===== src/rtl/cpu_pkg.sv =====
// Shared CPU-core package: return-stack FSM states and sizing constants
// used by the CPU top to parameterize rstack_ctrl and its RAM.
package cpu_pkg;

   typedef enum logic {
      RS_RUN   = 1'b0,
      RS_FAULT = 1'b1
   } rstack_state_t;

   localparam int RSTACK_WIDTH      = 4;
   localparam int RSTACK_SIZE       = 16;
   localparam int RSTACK_DATA_WIDTH = 13;

endpackage


===== src/rtl/rstack_ctrl.sv =====
// Return-stack controller: stack pointer, depth count and overflow/underflow
// detection for an external 1R1W RAM. Optional macro: RSTACK_GUARD_EN.
module rstack_ctrl
   import cpu_pkg::*;
#(
   parameter int WIDTH      = RSTACK_WIDTH,
   parameter int SIZE       = RSTACK_SIZE,
   parameter int DATA_WIDTH = RSTACK_DATA_WIDTH
) (
   input  logic                  clk,
   input  logic                  reset,
   input  logic                  push,
   input  logic                  pop,
   input  logic [DATA_WIDTH-1:0] push_data,
   output logic [DATA_WIDTH-1:0] top,
   output logic [WIDTH:0]        depth,
   output logic                  empty,
   output logic                  full,
   output logic                  fault,
   output logic [WIDTH-1:0]      mem_dout_addr,
   input  logic [DATA_WIDTH-1:0] mem_dout,
   output logic                  we,
   output logic [WIDTH-1:0]      mem_din_addr,
   output logic [DATA_WIDTH-1:0] mem_din
);

   localparam logic [WIDTH:0] FULL_CNT = (WIDTH+1)'(SIZE);

   rstack_state_t    state, state_nxt;
   logic [WIDTH-1:0] wp, wp_nxt;
   logic [WIDTH:0]   cnt, cnt_nxt;
   logic             we_raw;
   logic [WIDTH-1:0] waddr;

   always_ff @(posedge clk) begin
      if (reset) begin
         state <= RS_RUN;
         wp    <= '0;
         cnt   <= '0;
      end else begin
         state <= state_nxt;
         wp    <= wp_nxt;
         cnt   <= cnt_nxt;
      end
   end

   always_comb begin
      state_nxt = state;
      wp_nxt    = wp;
      cnt_nxt   = cnt;
      we_raw    = 1'b0;
      waddr     = wp;
      if (state == RS_RUN) begin
         if (push && pop && (cnt != '0)) begin
            // replace the current top in place
            we_raw = 1'b1;
            waddr  = wp - 1'b1;
         end else if (push) begin
            if (cnt == FULL_CNT) begin
`ifdef RSTACK_GUARD_EN
               state_nxt = RS_FAULT;
`else
               we_raw = 1'b1;
               wp_nxt = wp + 1'b1;
`endif
            end else begin
               we_raw  = 1'b1;
               wp_nxt  = wp + 1'b1;
               cnt_nxt = cnt + 1'b1;
            end
         end else if (pop) begin
            if (cnt == '0) begin
`ifdef RSTACK_GUARD_EN
               state_nxt = RS_FAULT;
`else
               wp_nxt = wp - 1'b1;
`endif
            end else begin
               wp_nxt  = wp - 1'b1;
               cnt_nxt = cnt - 1'b1;
            end
         end
      end
   end

   assign we            = we_raw & ~reset;
   assign mem_din_addr  = waddr;
   assign mem_din       = push_data;
   assign mem_dout_addr = wp - 1'b1;
   assign top           = mem_dout;
   assign depth         = cnt;
   assign empty         = (cnt == '0);
   assign full          = (cnt == FULL_CNT);
`ifdef RSTACK_GUARD_EN
   assign fault         = (state == RS_FAULT);
`else
   assign fault         = 1'b0;
`endif

endmodule


===== config.mk =====
export PLATFORM = sky130hd
export DESIGN_NAME = rstack_ctrl
export DESIGN_NICKNAME = d
export VERILOG_FILES = /design/src/rtl/cpu_pkg.sv /design/src/rtl/rstack_ctrl.sv
export SDC_FILE = /design/constraint.sdc
export NUM_CORES = 1
export LEC_CHECK = 0
export BUFFER_PORTS_ARGS = -buffer_cell sky130_fd_sc_hd__buf_4
export CAP_MARGIN = 20
export CORE_MARGIN = 2
export CORE_UTILIZATION = 36
export CTS_CLUSTER_DIAMETER = 120
export DETAILED_ROUTE_END_ITERATION = 10
export GPL_TIMING_DRIVEN = 0
export PLACE_DENSITY = 0.78
export SLEW_MARGIN = 20
export SYNTH_ARGS = -nofsm -noshare
export SYNTH_HDL_FRONTEND = slang
export SYNTH_SLANG_ARGS = --single-unit

===== constraint.sdc =====
create_clock -name clk -period 1.8 [get_ports clk]
set_input_delay 0.36 -clock clk [delete_from_list [all_inputs] [get_ports clk]]
set_output_delay 0.36 -clock clk [all_outputs]
set_load 0.02 [all_outputs]

# [Word-level counts from Yosys, hierarchy flattened]
# Cells that the tools add are included.
[word_totals] reg_bits=9 output_inout_bits=43 wordCells=28
[classes] n_addsub=4 n_eq_ne=3 muxes=9 n_bitwise=3 n_reduce_logical=7
[ops] cell="$mux 5" n=4
[ops] cell="$mux 4" n=3
[ops] cell="$add 5x1->5 const B" n=1
[ops] cell="$eq 5x5->1 const B" n=1
[ops] cell="$logic_not 5->1" n=1
[ops] cell="$reduce_bool 5->1" n=1
[ops] cell="$sub 5x1->5 const B" n=1
[ops] cell="$add 4x1->4 const B" n=1
[ops] cell="$ne 2x2->1 const B" n=2
[ops] cell="$reduce_and 4->1" n=1
[ops] cell="$sub 4x1->4 const B" n=1
[ops] cell="$logic_and 1x1->1" n=2
[ops] cell="$mux 1" n=2
[ops] cell="$not 1->1" n=2
[ops] cell="$reduce_and 2->1" n=1
[ops] cell="$reduce_bool 2->1" n=1
[ops] cell="$and 1x1->1" n=1

# [Depth between registers and ports, before layout]
[depth] ltp_word=4 depth_mapped=7

# [Worst setup path after synthesis]
# Ideal clock, no wire load.
[synth_path] kind="reg2out" start="register cnt[4] (netlist: depth[4])" end="output mem_din_addr[3]" arrival_ns=1.696 required_time_ns=1.440 setup_slack_ns=-0.256 path_stages_with_launch=6 cell_sequence="dfxtp_1 > clkbuf_1 > inv_1 > a21oi_1 > and2_1 > xor2_1"
[synth_via] elab_chain_len=3
[synth_lines] item="start, declared" line="rstack_ctrl.sv:31" text="logic [WIDTH:0] cnt, cnt_nxt;"
[synth_lines] item="start signal, assigned" line="rstack_ctrl.sv:43" text="cnt <= cnt_nxt;"
[synth_lines] item="$reduce_bool 5->1" line="rstack_ctrl.sv:54" text="if (push && pop && (cnt != '0)) begin"
[synth_lines] item="$logic_and 1x1->1" line="rstack_ctrl.sv:54"
[synth_lines] item="$mux 4" line="rstack_ctrl.sv:54"
[synth_lines] item="end, declared" line="rstack_ctrl.sv:23" text="output logic [WIDTH-1:0] mem_din_addr,"
# No other way between the ends.

# [Worst setup path after layout]
[layout_path] start="register cnt[3] (netlist: depth[3])" end="output mem_din_addr[3]"
# The elaborated chain is that of the path after synthesis.

==> summary.md <==
| Metric | Value |
|---|---|
| Syn nets | `159` |
| Total Die Area | `3173 um2` |
| Total clock sinks | `9` |
| Clock latency on the worst-skew pair | `0.28 ns` |
| Largest net degree at the start of global routing | `11` |
| Antenna-violating nets left | `0` |
| Setup WS post-layout | `-0.1327 ns` |
| Syn Inst Count | `123` |
| Initial antenna violation count | `0` |
| Leakage power | `0.7399 nW` |
| Clk pin slew, worst setup/hold paths | `0.08 ns` |
| Total Wirelength | `2.590 mm` |
| RSZ-0062 raised after global routing | `true` |
| Seq/Total Area, Yosys | `0.1827` |
| Setup TNS | `-0.5917 ns` |
| Site Rows | `18` |
| Via/cell ratio | `4.932` |
| Nets@finish | `213` |
| Tmin final | `1.933 ns` |
| GRT Overall Usage | `0.1597` |
| Ant diodes | `0` |
| EDFF count, synth | `0` |
| Vias in the first global route | `914` |
| Register bit total from synthesis | `9` |
| Top Family by Delay on Critical Path | `simple AND/OR/NAND/NOR gates` |
| Area delta synth->final | `55.84%` |
| Die Ht | `56.33 um` |
| Die W | `56.33 um` |
| Worst-Margin Slew | `0.5220 ns` |
| Status | `finished with violations` |
| Share of cells above drive strength 1 | `0.6136` |
| WS Path Type | `flop to output pin` |
| FMAX | `517.4 MHz` |
| DR WL/cell | `12.57 um` |
| Most frequent cell after synthesis | `buf_4` |
| Cell Pwr Density | `1656 nW/um2` |
| Post-synth ARST share | `0` |
| Via count | `1016` |
| Max Cap Viol | `0` |
| Post-synth top cells | `buf_4 (27), dfxtp_1 (9), inv_1 (9)` |
| Layout Skew | `0.01042 ns` |
| Critical-path maximum fanout | `3` |
| Max-slew violation count | `0` |
| CP Buf/Inv Count | `1` |
| YS warnings | `0` |
| Hold Path Class | `input port to flop` |
| Total congestion overflow | `0` |
| Final number of setup-violating endpoints | `6` |
| I/O Buffers | `45` |
| Filler Cells Inserted | `225` |
| TritonCTS buffer count | `3` |
| Worst EP required | `1.44 ns` |
| Primary FF master, synth | `dfxtp_1` |
| H-tree level count | `1` |
| Post-Syn Area | `985.9 um2` |
| First-pass GRT wire length | `4.008 mm` |
| WHS | `0.4336 ns` |
| Drc violations | `0` |
| Slew headroom | `0.6520` |
| Clock buffer depth | `2` |
| Area share of the largest cell type after synthesis | `0.2056` |
| Failing checks | `negative setup slack` |
| Post-synthesis cell type count | `41` |
| CP Cell Sequence | `nor4_4, a21oi_4, and2_4, xor2_2, buf_6` |
| Max stage delay on crit path | `0.39 ns` |
| Drt pass-1 iters | `4` |
| Arrival @ worst endpoint | `1.57 ns` |
| Crit end category | `output pin` |
| 1st-iter DRT viols | `21` |
| Fin. Hold Viols | `0` |
| Critical path's slowest cell | `nor4_4` |
| Initial Util | `0.3874` |
| Clock root buffer | `clkbuf_4` |
| Routability-driven placement congestion ratio | `0.8057` |
| Peak supply drop | `1.228 mV` |
| Critical path startpoint category | `flop` |
| I/O pin cnt | `73` |
| Fin crit share | `1.074` |
| CTS tree | `built` |
| Area contributors post-synth | `buf_4 (21%), dfxtp_1 (18%), ha_1 (6.3%)` |
| Cell taking the most area after synthesis | `buf_4` |
| Core Area | `2545 um2` |
| Syn avg cell area | `8.016 um2` |
| Post-DP HPWL | `1.950 mm` |
| Dpl ws | `-0.3274 ns` |
-- state kept, by name (all words and copies together), names as in the netlist --
| signal | flops |
|---|---|
| wp | 4 |
| depth | 5 |
-- tightest hold or removal path: cells and delay by family --
family	cells	cell delay, ns
buf+inv	1	0.14
compound gates	1	0.07
simple gates	1	0.09
-- metal layers --
metal  global-route usage  part of all wire  wire [um]
met5                    0                 0          0
met3              0.02995             0.075        195
met1               0.1728              0.37        947
met2               0.2874              0.54       1394
met4              0.09184             0.020         53
-- cells in the final DEF, fill, tap and decap left out, types with 3 or more instances in the layout --
cell type and instances:
nor2b_1 5, dfxtp_1 5, nand3_1 5, ha_1 5, buf_6 4, nand2_1 4
nor2_1 4, clkbuf_4 3, inv_1 7, buf_4 72, nor3_1 4, a211oi_1 3
-- logic make-up (layout without fill, tap and decap cells) --
kind of cell / Yosys count / in the layout / synth area share
other cells: 1 / 1 / 0.003803
simple gates: 34 / 34 / 0.1954
fa+ha+maj: 6 / 6 / 0.08376
xor+xnor: 6 / 6 / 0.05331
buf+inv: 39 / 92 / 0.2513
mux: 3 / 3 / 0.03173
flops: 9 / 9 / 0.1827
compound gates: 25 / 25 / 0.1980
-- cell type report --
class                           instances  area, um2  share of cell area
Buffer                                 30      225.2              0.1466
Clock buffer                            4      26.28             0.01710
Sequential cell                         9      190.2              0.1238
Inverter                                9      33.78             0.02199
Multi-Input combinational cell         75      640.6              0.4169
Timing Repair Buffer                   49      382.9              0.2492
Tap cell                               30      37.54             0.02443
-- stage by stage --
step	power, mW	utilization	cells	area (um2)
global route	2.714	0.6037	206	1536
finish	2.544	0.6037	206	1536
CTS	2.446	0.5914	205	1505
global placement	1.974	0.5418	198	1379
detailed placement	2.017	0.5418	198	1379
floorplan	1.514	-	123	1003
-- final timing paths --
kind / startpoint / end / slack, ns / cells past startpoint
setup / recovery: depth[3]$_SDFFE_PP0P_ / mem_din_addr[3] / -0.13 / 5
hold / removal: pop / wp[1]$_SDFFE_PP0P_ / 0.43 / 3
setup reg to reg: depth[3]$_SDFFE_PP0P_ / depth[2]$_SDFFE_PP0P_ / 0.06 / 6
hold reg to reg: depth[0]$_SDFFE_PP0P_ / depth[0]$_SDFFE_PP0P_ / 0.53 / 2
-- repair_timing --
action / CTS / global route
setup endpoints to repair: 11 / 11
buffers inserted: 3 / 1
hold buffers: 0 / 0
resized for setup: 21 / 9
pin swaps: 2 / 2
-- where the power goes --
group | switching (mW) | internal [mW] | leakage (nW)
Clock | 0.0865 | 0.0860 | 0.0150
Combinational | 1.01 | 0.933 | 0.649
Sequential | 0.126 | 0.300 | 0.0763
Total | 1.23 | 1.32 | 0.740
No activity file was read; power rests on OpenSTA's default activity.
